--- config.mk ---
export PLATFORM = sky130hd
export DESIGN_NAME = packet_error_filter
export DESIGN_NICKNAME = d
export VERILOG_FILES = /design/src/rtl/packet_error_filter.sv
export SDC_FILE = /design/constraint.sdc
export NUM_CORES = 1
export LEC_CHECK = 0
export CORE_AREA = 2 2 490 492
export DETAILED_ROUTE_END_ITERATION = 10
export DIE_AREA = 0 0 492 494
export GPL_TIMING_DRIVEN = 0
export HOLD_SLACK_MARGIN = 0.12
export PLACE_DENSITY = 0.3
export SLEW_MARGIN = 10
export SYNTH_ARGS = -nofsm -noshare
export SYNTH_HDL_FRONTEND = slang
export SYNTH_SLANG_ARGS = --single-unit
--- constraint.sdc ---
create_clock -name clk -period 2.9 [get_ports clk]
set_input_delay 0.58 -clock clk [delete_from_list [all_inputs] [get_ports clk]]
set_output_delay 0.58 -clock clk [all_outputs]
set_load 0.01 [all_outputs]
--- src/rtl/packet_error_filter.sv ---
// Second-stage RDMA receive filter: pops one BPI entry per packet, forwards good packets
// to AXIS_OUT with zero latency and drains bad packets at full rate, keeping statistics.
module packet_error_filter #(
    parameter int DATA_WBITS = 512,
    parameter int DATA_WBYTS = DATA_WBITS / 8,
    parameter int BPI_WBITS  = 8,
    parameter int CNT_WBITS  = 32
) (
    input  logic                  clk,
    input  logic                  resetn,
    input  logic [BPI_WBITS-1:0]  error_mask,
    input  logic                  clear_stats,
    output logic                  bad_pkt_dropped,
    output logic [CNT_WBITS-1:0]  good_pkt_count,
    output logic [CNT_WBITS-1:0]  bad_pkt_count,
    input  logic [DATA_WBITS-1:0] fpkt_out_tdata,
    input  logic [DATA_WBYTS-1:0] fpkt_out_tkeep,
    input  logic                  fpkt_out_tlast,
    input  logic                  fpkt_out_tvalid,
    output logic                  fpkt_out_tready,
    input  logic [BPI_WBITS-1:0]  fbpi_out_tdata,
    input  logic                  fbpi_out_tvalid,
    output logic                  fbpi_out_tready,
    output logic [DATA_WBITS-1:0] AXIS_OUT_TDATA,
    output logic [DATA_WBYTS-1:0] AXIS_OUT_TKEEP,
    output logic                  AXIS_OUT_TLAST,
    output logic                  AXIS_OUT_TVALID,
    input  logic                  AXIS_OUT_TREADY
);

    typedef enum logic [1:0] {
        ST_INIT  = 2'd0,
        ST_WAIT  = 2'd1,
        ST_XFER  = 2'd2,
        ST_DRAIN = 2'd3
    } state_t;

    localparam logic [CNT_WBITS-1:0] CNT_ONE = CNT_WBITS'(1);
    localparam logic [CNT_WBITS-1:0] CNT_MAX = '1;

    state_t               r_state;
    logic                 r_bad;
    logic                 r_dropped;
    logic [CNT_WBITS-1:0] r_goodCnt;
    logic [CNT_WBITS-1:0] r_badCnt;

    logic w_badNow;
    logic w_bothValid;
    logic w_first;
    logic w_goodEvt;
    logic w_badEvt;
    logic w_xferLast;
    logic w_drainLast;

    assign AXIS_OUT_TDATA  = fpkt_out_tdata;
    assign AXIS_OUT_TKEEP  = fpkt_out_tkeep;
    assign AXIS_OUT_TLAST  = fpkt_out_tlast;

    assign bad_pkt_dropped = r_dropped;
    assign good_pkt_count  = r_goodCnt;
    assign bad_pkt_count   = r_badCnt;

    // A bad first beat is consumed regardless of downstream readiness.
    assign w_badNow    = |(fbpi_out_tdata & error_mask);
    assign w_bothValid = fbpi_out_tvalid & fpkt_out_tvalid;
    assign w_first     = (r_state == ST_WAIT) & w_bothValid & (w_badNow | AXIS_OUT_TREADY);
    assign w_goodEvt   = w_first & ~w_badNow;
    assign w_badEvt    = w_first & w_badNow;

    assign w_xferLast  = fpkt_out_tvalid & fpkt_out_tready & fpkt_out_tlast;
    assign w_drainLast = w_xferLast;

    always_comb begin
        fpkt_out_tready = 1'b0;
        fbpi_out_tready = 1'b0;
        AXIS_OUT_TVALID = 1'b0;
        unique case (r_state)
            ST_WAIT: begin
                fpkt_out_tready = w_first;
                fbpi_out_tready = w_first;
                AXIS_OUT_TVALID = w_bothValid & ~w_badNow;
            end
            ST_XFER: begin
                fpkt_out_tready = r_bad | AXIS_OUT_TREADY;
                AXIS_OUT_TVALID = fpkt_out_tvalid & ~r_bad;
            end
            ST_DRAIN: begin
                fpkt_out_tready = 1'b1;
            end
            default: begin
                fpkt_out_tready = 1'b0;
            end
        endcase
    end

    always_ff @(posedge clk or negedge resetn) begin
        if (!resetn) begin
            r_state <= ST_INIT;
            r_bad   <= 1'b0;
        end else begin
            unique case (r_state)
                ST_INIT: r_state <= ST_WAIT;
                ST_WAIT: begin
                    if (w_first) begin
                        r_bad <= w_badNow;
                        if (!fpkt_out_tlast) begin
                            r_state <= w_badNow ? ST_DRAIN : ST_XFER;
                        end
                    end
                end
                ST_XFER: begin
                    if (w_xferLast) begin
                        r_state <= ST_WAIT;
                    end
                end
                ST_DRAIN: begin
                    if (w_drainLast) begin
                        r_state <= ST_WAIT;
                    end
                end
                default: r_state <= ST_INIT;
            endcase
        end
    end

    // A clear coinciding with a packet start restarts the count at that packet, not zero.
    always_ff @(posedge clk or negedge resetn) begin
        if (!resetn) begin
            r_goodCnt <= '0;
            r_badCnt  <= '0;
            r_dropped <= 1'b0;
        end else if (clear_stats) begin
            r_goodCnt <= w_goodEvt ? CNT_ONE : '0;
            r_badCnt  <= w_badEvt ? CNT_ONE : '0;
            r_dropped <= w_badEvt;
        end else begin
            if (w_goodEvt && (r_goodCnt != CNT_MAX)) begin
                r_goodCnt <= r_goodCnt + CNT_ONE;
            end
            if (w_badEvt) begin
                r_dropped <= 1'b1;
                if (r_badCnt != CNT_MAX) begin
                    r_badCnt <= r_badCnt + CNT_ONE;
                end
            end
        end
    end

endmodule

Word level (Yosys, flattened, before mapping)
Cells that the tools add are included.
- input bits: 599
- output and inout bits: 645
- logic and storage cells: 56
- register bits: 68
- bitwise operators: 14
- eq/ne operators: 8
- muxes and demuxes: 17
- reduce and logical (&&, ||, !) cells: 10
- add/sub/neg operators: 2
- operators with widths (kind ; count):
    $mux W32 ; 5
    $add A32 B1 Y32 const B ; 2
    $ne A32 B32 Y1 const B ; 2
    $and A1 B1 Y1 ; 9
    $and A8 B8 Y8 ; 1
    $reduce_or A8 Y1 ; 1
    $mux W1 ; 6
    $mux W2 ; 3
    $pmux W2 S3 ; 1
    $reduce_bool A2 Y1 ; 3
    $eq A2 B2 Y1 const B ; 2
    $ne A2 B2 Y1 const B ; 2
    $reduce_and A2 Y1 ; 2
    $pmux W1 S3 ; 1
    $reduce_and A3 Y1 ; 1
    $eq A2 B1 Y1 const B ; 1
    $logic_not A2 Y1 ; 1
    $ne A2 B1 Y1 const B ; 1
    $not A1 Y1 ; 2
    $or A1 B1 Y1 ; 2
    $pmux W1 S2 ; 1
    $reduce_or A2 Y1 ; 1
    $logic_and A1 B1 Y1 ; 1

Longest topological paths before layout
Gate-level depths: netlist of run 1.
- word-level depth: 9
- gate-level depth with buffers: 9
- mapped depth without buffers: 8

Least setup slack after synthesis of run 1
No wires, ideal clock.
- path type: reg-to-reg
- from: reg r_badCnt[0] (netlist: bad_pkt_count[0])
- to: reg r_badCnt[9] (netlist: bad_pkt_count[9])
- stages on the path, launching flop included: 9
- data required time: 2.822 ns
- setup time: 0.078 ns
- slack: 0.800 ns
- buffers on the path: 1
- clock period less this slack: 2.100 ns
- data arrival time: 2.022 ns
- cells stage by stage: dfrtp_1 > ha_1 > and2_1 > and4_1 > nand4_1 > o2111ai_1 > buf_2 > or3_1 > a21oi_1
- longest elaborated chain between the ends: 4
- elaborated cells between the ends (all ways): 7
- those cells by class: add/sub (1); eq/ne (1); mux (3); reduce/logical (2)
- RTL lines (item ; RTL line ; text):
    start, declared ; 45 ; logic [CNT_WBITS-1:0] r_badCnt;
    start signal, assigned ; 134 ; r_badCnt <= w_badEvt ? CNT_ONE : '0;
    start signal, assigned ; 143 ; r_badCnt <= r_badCnt + CNT_ONE;
    $add A32 B1 Y32 ; 143 ;
    $mux W32 ; 142 ; if (r_badCnt != CNT_MAX) begin
    $mux W32 ; 140 ; if (w_badEvt) begin
    $mux W32 ; 132 ; end else if (clear_stats) begin
Parallel ways exist; a longest one is shown, timed or not. The select of a mux whose other input is x is not followed.
A chain may end at the register's enable or synchronous reset.

Final worst setup path of run 1
- from: in fbpi_out_tdata[3]
- to: out fbpi_out_tready
- longest elaborated chain between the ends: 5
- RTL lines (item ; RTL line ; text):
    start, declared ; 21 ; input logic [BPI_WBITS-1:0] fbpi_out_tdata,
    $and A8 B8 Y8 ; 64 ; assign w_badNow = |(fbpi_out_tdata & error_mask);
    $reduce_or A8 Y1 ; 64 ;
    $or A1 B1 Y1 ; 66 ; assign w_first = (r_state == ST_WAIT) & w_bothValid & (w_badNow | AXIS_OUT_TREADY);
    $and A1 B1 Y1 ; 66 ;
    $mux W1 ; 77 ; unique case (r_state)
    end, declared ; 23 ; output logic fbpi_out_tready,
Every way passes these cells.

==> results of run 1 <==
==> final cells by class <==
type	instances	area (sq um)	share of cell area, %
timing repair buffer	674	6750	34.9
antenna	44	110	0.570
sequential	68	1700	8.80
buffer	592	4400	22.8
multi-input combinational	322	2040	10.6
clock inverter	6	113	0.582
tap	3167	3960	20.5
clock buffer	10	229	1.18
inverter	7	26.3	0.136
==> per-layer routing <==
metal | vias to the layer above | GRT usage [%] | wire (um)
li1 | 4105 | - | -
met1 | 4389 | 8.47 | 37800
met3 | 256 | 7.79 | 21100
met2 | 979 | 14.5 | 52100
met4 | 120 | 2.70 | 3380
met5 | - | 0 | 793
==> worst max-delay path: stages <==
cell and delay, ns:
clkdlybuf4s50_1 0.45, a22oi_2 0.24, nand2_4 0.11, o31ai_4 0.31, inv_1 0.08, clkdlybuf4s50_1 0.50
==> per-stage QoR <==
step	std cells	instance area (sq um)
after global routing	4858	19300
after CTS	4843	19200
after global placement	4823	18700
after floorplan	989	8090
after detailed placement	4824	18800
final	4890	19300
==> cells by family after synthesis <==
group / after synthesis / share of synthesized area, %
flops: 68 / 21.0
fa+ha+maj: 6 / 0.928
xor+xnor: 35 / 3.79
compound gates: 82 / 6.25
simple gates: 199 / 13.4
buf+inv: 599 / 54.6
==> cells in the final DEF (no fill, tap or decap), types with 4 or more instances in the layout <==
cell type and n:
nor4_1 4, o211ai_1 7, clkdlybuf4s50_1 664, and2_1 10
nand4_1 24, ha_1 6, o21ai_0 25, or3_1 21
o2111ai_1 4, diode_2 44, clkbuf_1 9, clkbuf_2 4
nand3_1 24, nor2_1 42, and4_1 5, xor2_1 32
buf_4 583, clkbuf_16 9, a22oi_2 4, and3_1 15
inv_1 7, nand2_1 31, a21oi_1 27, dfrtp_1 68
==> registers in the layout, indices dropped and copies added, names as in the netlist <==
| signal | cells |
|---|---|
| r_state | 2 |
| bad_pkt_dropped | 1 |
| r_bad | 1 |
| good_pkt_count | 32 |
| bad_pkt_count | 32 |
==> worst min-delay path by stage <==
stage,from,to,slack (ns)
after floorplan,resetn,bad_pkt_count[0]$_DFFE_PN0P_,0.28
after global placement,bad_pkt_dropped$_DFFE_PN0P_,bad_pkt_dropped$_DFFE_PN0P_,0.47
after detailed placement,bad_pkt_dropped$_DFFE_PN0P_,bad_pkt_dropped$_DFFE_PN0P_,0.47
after CTS,bad_pkt_dropped$_DFFE_PN0P_,bad_pkt_dropped$_DFFE_PN0P_,0.49
after global routing,bad_pkt_dropped$_DFFE_PN0P_,bad_pkt_dropped$_DFFE_PN0P_,0.51
final,bad_pkt_dropped$_DFFE_PN0P_,bad_pkt_dropped$_DFFE_PN0P_,0.49
==> timing repair <==
| action | in CTS | in global routing |
|---|---|---|
| setup endpoints to repair | 61 | 23 |
| cloned | 0 | 0 |
| endpoints found under the hold margin | 33 | 0 |
| hold buffers | 1 | 0 |
| gates resized for setup | 23 | 5 |
| setup buffers | 2 | 3 |
| pin swaps | 1 | 2 |
==> power groups by stage <==
| stage | clock, uW | combinational (uW) | sequential [uW] |
|---|---|---|---|
| floorplan | 0 | 942 | 1010 |
| global placement | 0 | 2350 | 1010 |
| detailed placement | 0 | 2350 | 1010 |
| CTS | 1550 | 2380 | 994 |
| global route | 1550 | 2420 | 997 |
| finish | 1460 | 2280 | 994 |
==> qor.csv, run 1 <==
stage,metric,value,unit
detailed_routing,DR iter-0 viols,339,
yosys,Mapped Cells,989,
cts,Sink Count,68,
timing,Hold Fails Final Rpt,0,
grt,GR Overflow Total,0,
cells_and_area,layout cells sized above 1,37.3,%
run,total of max-cap violations,0,
timing,max-slew violation count,0,
power_and_ir_drop,Overall Power,4730,uW
floorplan,Core Region,0.237,sq mm
timing,Tmin final,2.84,ns
power_and_ir_drop,Worst VDD drop,0.350,mV
detailed_routing,total number of vias,9849,
floorplan,Die H,494,um
cts,CTS root buf,clkbuf_16,
cells_and_area,final net count,2279,
yosys,"Cell Area, Synth",0.00809,sq mm
detailed_routing,drt via density,2.01,
worst_hold_path,hold path cells,1,
critical_path,CP Capture Type,output port,
power_and_ir_drop,cell-internal power,3100,uW
yosys,Yosys top cell area share,53.6,%
critical_path,"Arr. time, crit path",2.26,ns
critical_path,reg-to-reg endpoint,good_pkt_count[31]$_DFFE_PN0P_,
detailed_routing,DRC viols,0,
yosys,register bit total from synthesis,68,
yosys,asr flop ratio synth,100,%
power_and_ir_drop,leakage,0.00716,uW
yosys,"area leader, netlist",buf_4,
critical_path,Crit Path Max Fanout,4,
power_and_ir_drop,clock share of power,30.8,%
floorplan,io pins,1244,
power_and_ir_drop,switching share of power,34.6,%
placement,Setup WS pre-CTS,-1.50,ns
detailed_routing,DRT antenna net count,0,
grt,first-pass GRT wire length,133,mm
timing,relative slew slack,24.3,%
floorplan,row cnt,179,
floorplan,die extent in x,492,um
critical_path,CP startpoint kind,primary input,
floorplan,Initial Util,3.41,%
detailed_routing,post-detailed-route wirelength per cell,23.6,um
yosys,sequential area share after synthesis,21.0,%
critical_path,reg2reg start,r_state[1]$_DFFE_PN0P_,
power_and_ir_drop,Sw Pwr,1640,uW
grt,Tot GR Track Use,9.03,%
grt,largest net degree at the start of global routing,36,
yosys,"top cells by count, synth","577 x buf_4, 68 x dfrtp_1, 42 x nor2_1, 34 x nand2_1, 32 x xor2_1",
critical_path,Worst Reg-to-Reg Cells,8,
critical_path,CP Launch Point,fbpi_out_tdata[3],
critical_path,Crit Path Category,in -> out,
critical_path,Worst Setup EP,fbpi_out_tready,
placement,dpl hpwl,109,mm
yosys,Synth Flop Type,dfrtp_1,
power_and_ir_drop,Flop pwr share,21.0,%
critical_path,CP required,2.32,ns
power_and_ir_drop,Comb pwr share,48.2,%
placement,IO Port Bufs,667,
power_and_ir_drop,PwrDens,245,mW/mm^2
cts,Worst-Skew Late Latency,0.42,ns
timing,hold_ws,0.486,ns
floorplan,DIE AREA,0.243,sq mm
cells_and_area,Layout area overhead,139,%
timing,Worst-Margin Slew,1.14,ns
critical_path,R2R setup slack,0.26,ns
grt,antenna violations before repair,191,
timing,worst setup margin,0.0574,ns
cts,clock slew at reported path FFs,0.06,ns
detailed_routing,routed wire length,115,mm
timing,# setup viols final,0,
timing,fin crit share,98.0,%
yosys,Yosys warnings,0,
cells_and_area,fill count,27700,
worst_hold_path,worst hold-check path type,reg -> reg,
timing,Clock Skews,0.0176,ns
timing,fmax,0.352,GHz
yosys,"EDFF count, synth",0,
placement,GP Congestion,0.881,
cells_and_area,final core occ,8.14,%
detailed_routing,length of the first detailed-routing pass in iterations,5,
cts,Clock Path Buffers,2,
yosys,synth unique cells,45,
yosys,synth top area cells,"buf_4 54%, dfrtp_1 21%, xor2_1 3.5%",
cts,CTS H-Tree Depth,3,
cts,TritonCTS clock tree,yes,
grt,vias in the first global route,9537,
cts,CTS Buf Count,9,
status,outcome,finished clean,
yosys,Post-Syn Area per Cell,8.18,sq um
yosys,most common cell in the synthesized netlist,buf_4,
yosys,Post-Syn Nets,1594,
timing,TNS Setup,0,ns
Note: power is estimated with default switching activity, not from simulation.
==> run 2, diff against run 1 <==
- CTS_BUF_LIST: default -> sky130_fd_sc_hd__clkbuf_4 sky130_fd_sc_hd__clkbuf_8
==> run 2 against run 1 <==
- via count grew 1.1%
- routed wire length up 0.12%
- clock power shrank 21%
==> qor.csv, run 2 (synthesis results as in run 1) <==
stage,metric,value,unit
grt,vias in the first global route,9545,
cells_and_area,final net count,2281,
detailed_routing,drt via density,2.04,
power_and_ir_drop,cell-internal power,2840,uW
floorplan,row cnt,179,
run,total of max-cap violations,0,
detailed_routing,DR top layer,met5,
grt,Tot GR Track Use,9.03,%
timing,fin crit share,96.4,%
cells_and_area,most frequent cells in the layout,"663 x clkdlybuf4s50_1, 584 x buf_4, 68 x dfrtp_1",
timing,fmax,0.358,GHz
detailed_routing,total number of vias,9958,
cells_and_area,Layout area overhead,138,%
critical_path,"Arr. time, crit path",3.20,ns
timing,Clock Skews,0.0248,ns
cells_and_area,"commonest non-fill, non-tap cell in the layout",clkdlybuf4s50_1,
grt,first-pass GRT wire length,133,mm
cts,CTS Buf Count,9,
detailed_routing,met1 WL,39.3,mm
floorplan,DIE AREA,0.243,sq mm
critical_path,Crit Path Category,in -> reg,
power_and_ir_drop,Sw Pwr,1600,uW
power_and_ir_drop,Overall Power,4440,uW
detailed_routing,routed wire length,115,mm
critical_path,Crit Path Max Fanout,10,
cts,clock slew at reported path FFs,0.10,ns
floorplan,Initial Util,3.41,%
power_and_ir_drop,Worst VDD drop,0.252,mV
detailed_routing,metal2 WL,52.9,mm
timing,worst setup margin,0.106,ns
cells_and_area,layout cells sized above 1,37.4,%
cts,CTS root buf,clkbuf_8,
cells_and_area,fin area,0.0192,sq mm
timing,Tmin final,2.79,ns
placement,Inst Count DP,4824,
placement,GP Congestion,0.881,
power_and_ir_drop,clock share of power,26.0,%
critical_path,CP startpoint kind,primary input,
status,outcome,finished clean,
cells_and_area,Seq. cell area,0.00170,sq mm
floorplan,die extent in x,492,um
floorplan,io pins,1244,
power_and_ir_drop,Comb pwr share,51.6,%
cells_and_area,Multi-input gate area,0.00204,sq mm
placement,dpl hpwl,109,mm
power_and_ir_drop,switching share of power,36.1,%
power_and_ir_drop,PwrDens,231,mW/mm^2
critical_path,max incr delay on CP,0.62,ns
placement,placed inst area,0.0188,sq mm
power_and_ir_drop,Flop pwr share,22.4,%
detailed_routing,DRT antenna net count,0,
detailed_routing,post-detailed-route wirelength per cell,23.6,um
timing,Hold Fails Final Rpt,0,
detailed_routing,met3 wire length,19.8,mm
worst_hold_path,worst hold-check path type,reg -> reg,
critical_path,Critical-path top delay cell,o2111ai_1,
timing,hold_ws,0.491,ns
grt,largest net degree at the start of global routing,36,
power_and_ir_drop,leakage,0.00713,uW
cts,Worst-Skew Late Latency,0.49,ns
floorplan,Die H,494,um
cts,Clock Path Buffers,2,
timing,# setup viols final,0,
critical_path,worst-path cell chain,clkdlybuf4s50_1 > a22oi_2 > nand2_4 > buf_4 > o21a_2 > o2111ai_1 > buf_2 > o21ai_0 > a21oi_1,
cts,CTS H-Tree Depth,3,
floorplan,Core Region,0.237,sq mm
timing,max-slew violation count,0,
cts,TritonCTS clock tree,yes,
cts,Sink Count,68,
detailed_routing,length of the first detailed-routing pass in iterations,5,
cells_and_area,fill count,27700,
grt,GR Overflow Total,0,
placement,Setup WS pre-CTS,-1.50,ns
grt,antenna violations before repair,193,
placement,IO Port Bufs,667,
critical_path,CP Capture Type,flip-flop,
detailed_routing,DRC viols,0,
critical_path,CP required,3.30,ns
timing,relative slew slack,23.6,%
detailed_routing,DR iter-0 viols,387,
timing,Worst-Margin Slew,1.15,ns
cells_and_area,final cell count without fillers,4887,
[run 2: cell count changes in the layout (fill, tap and decap cells not counted), sizes merged]
cell	change
diode	-5
dlygate4sd2	+1
clkbuf	+2
clkdlybuf4s50	-1
[run 2: metrics by stage]
stage | setup TNS, ns | util, %
finish | 0 | 8.10
global route | -0.000823 | 8.07
CTS | -0.131 | 8.05
detailed placement | -59.56 | 7.90
global placement | -257.63 | 7.89
floorplan | 0 | -
[run 2: final cells by class]
cell class | count | share of cell area (%)
timing repair buffer | 676 | 35.2
buffer | 592 | 22.9
tap | 3167 | 20.6
multi-input combinational | 322 | 10.6
sequential | 68 | 8.85
clock buffer | 10 | 0.683
clock inverter | 6 | 0.586
antenna | 39 | 0.507
inverter | 7 | 0.137
[run 2: final timing paths]
path | start | end | slack (ns) | cells after the start
worst max-delay path | error_mask[0] | bad_pkt_count[13]$_DFFE_PN0P_ | 0.11 | 9
worst min-delay path | bad_pkt_dropped$_DFFE_PN0P_ | bad_pkt_dropped$_DFFE_PN0P_ | 0.49 | 1
worst max register to register | r_state[1]$_DFFE_PN0P_ | bad_pkt_count[9]$_DFFE_PN0P_ | 0.22 | 8
worst min register to register | bad_pkt_dropped$_DFFE_PN0P_ | bad_pkt_dropped$_DFFE_PN0P_ | 0.49 | 1
max in group asynchronous | resetn | good_pkt_count[21]$_DFFE_PN0P_ | 1.75 | 3
min in group asynchronous | resetn | bad_pkt_count[17]$_DFFE_PN0P_ | 0.60 | 2
[run 2: metal layers]
layer	vias up	GRT usage [%]
met3	248	7.01
met1	4471	9.00
met2	1021	14.6
li1	4102	-
met4	116	2.29
met5	-	0
[run 2: power by group through the flow]
| stage | combinational, uW | clock (uW) | sequential [uW] |
|---|---|---|---|
| CTS | 2380 | 1260 | 993 |
| global route | 2430 | 1270 | 997 |
| floorplan | 942 | 0 | 1010 |
| finish | 2290 | 1150 | 994 |
| detailed placement | 2350 | 0 | 1010 |
| global placement | 2350 | 0 | 1010 |
[run 2: timing repair]
item	in CTS	in global routing
setup buffers	4	3
gates resized for setup	21	5
hold endpoints to repair	33	0
hold buffers	1	0
pin swaps	2	1
endpoints found under the setup margin	59	16
[run 2: critical path, delay by kind of cell]
kind | cells | cell delay [ns]
AO/OA/AOI/OAI | 5 | 1.47
buffers and inverters | 3 | 1.00
AND/OR/NAND/NOR | 1 | 0.10
==> run 3, diff against run 2 <==
- CTS_CLUSTER_DIAMETER: default -> 80
==> results of run 3 <==
No change in the layout: final DEF, timing and power equal those of run 2.
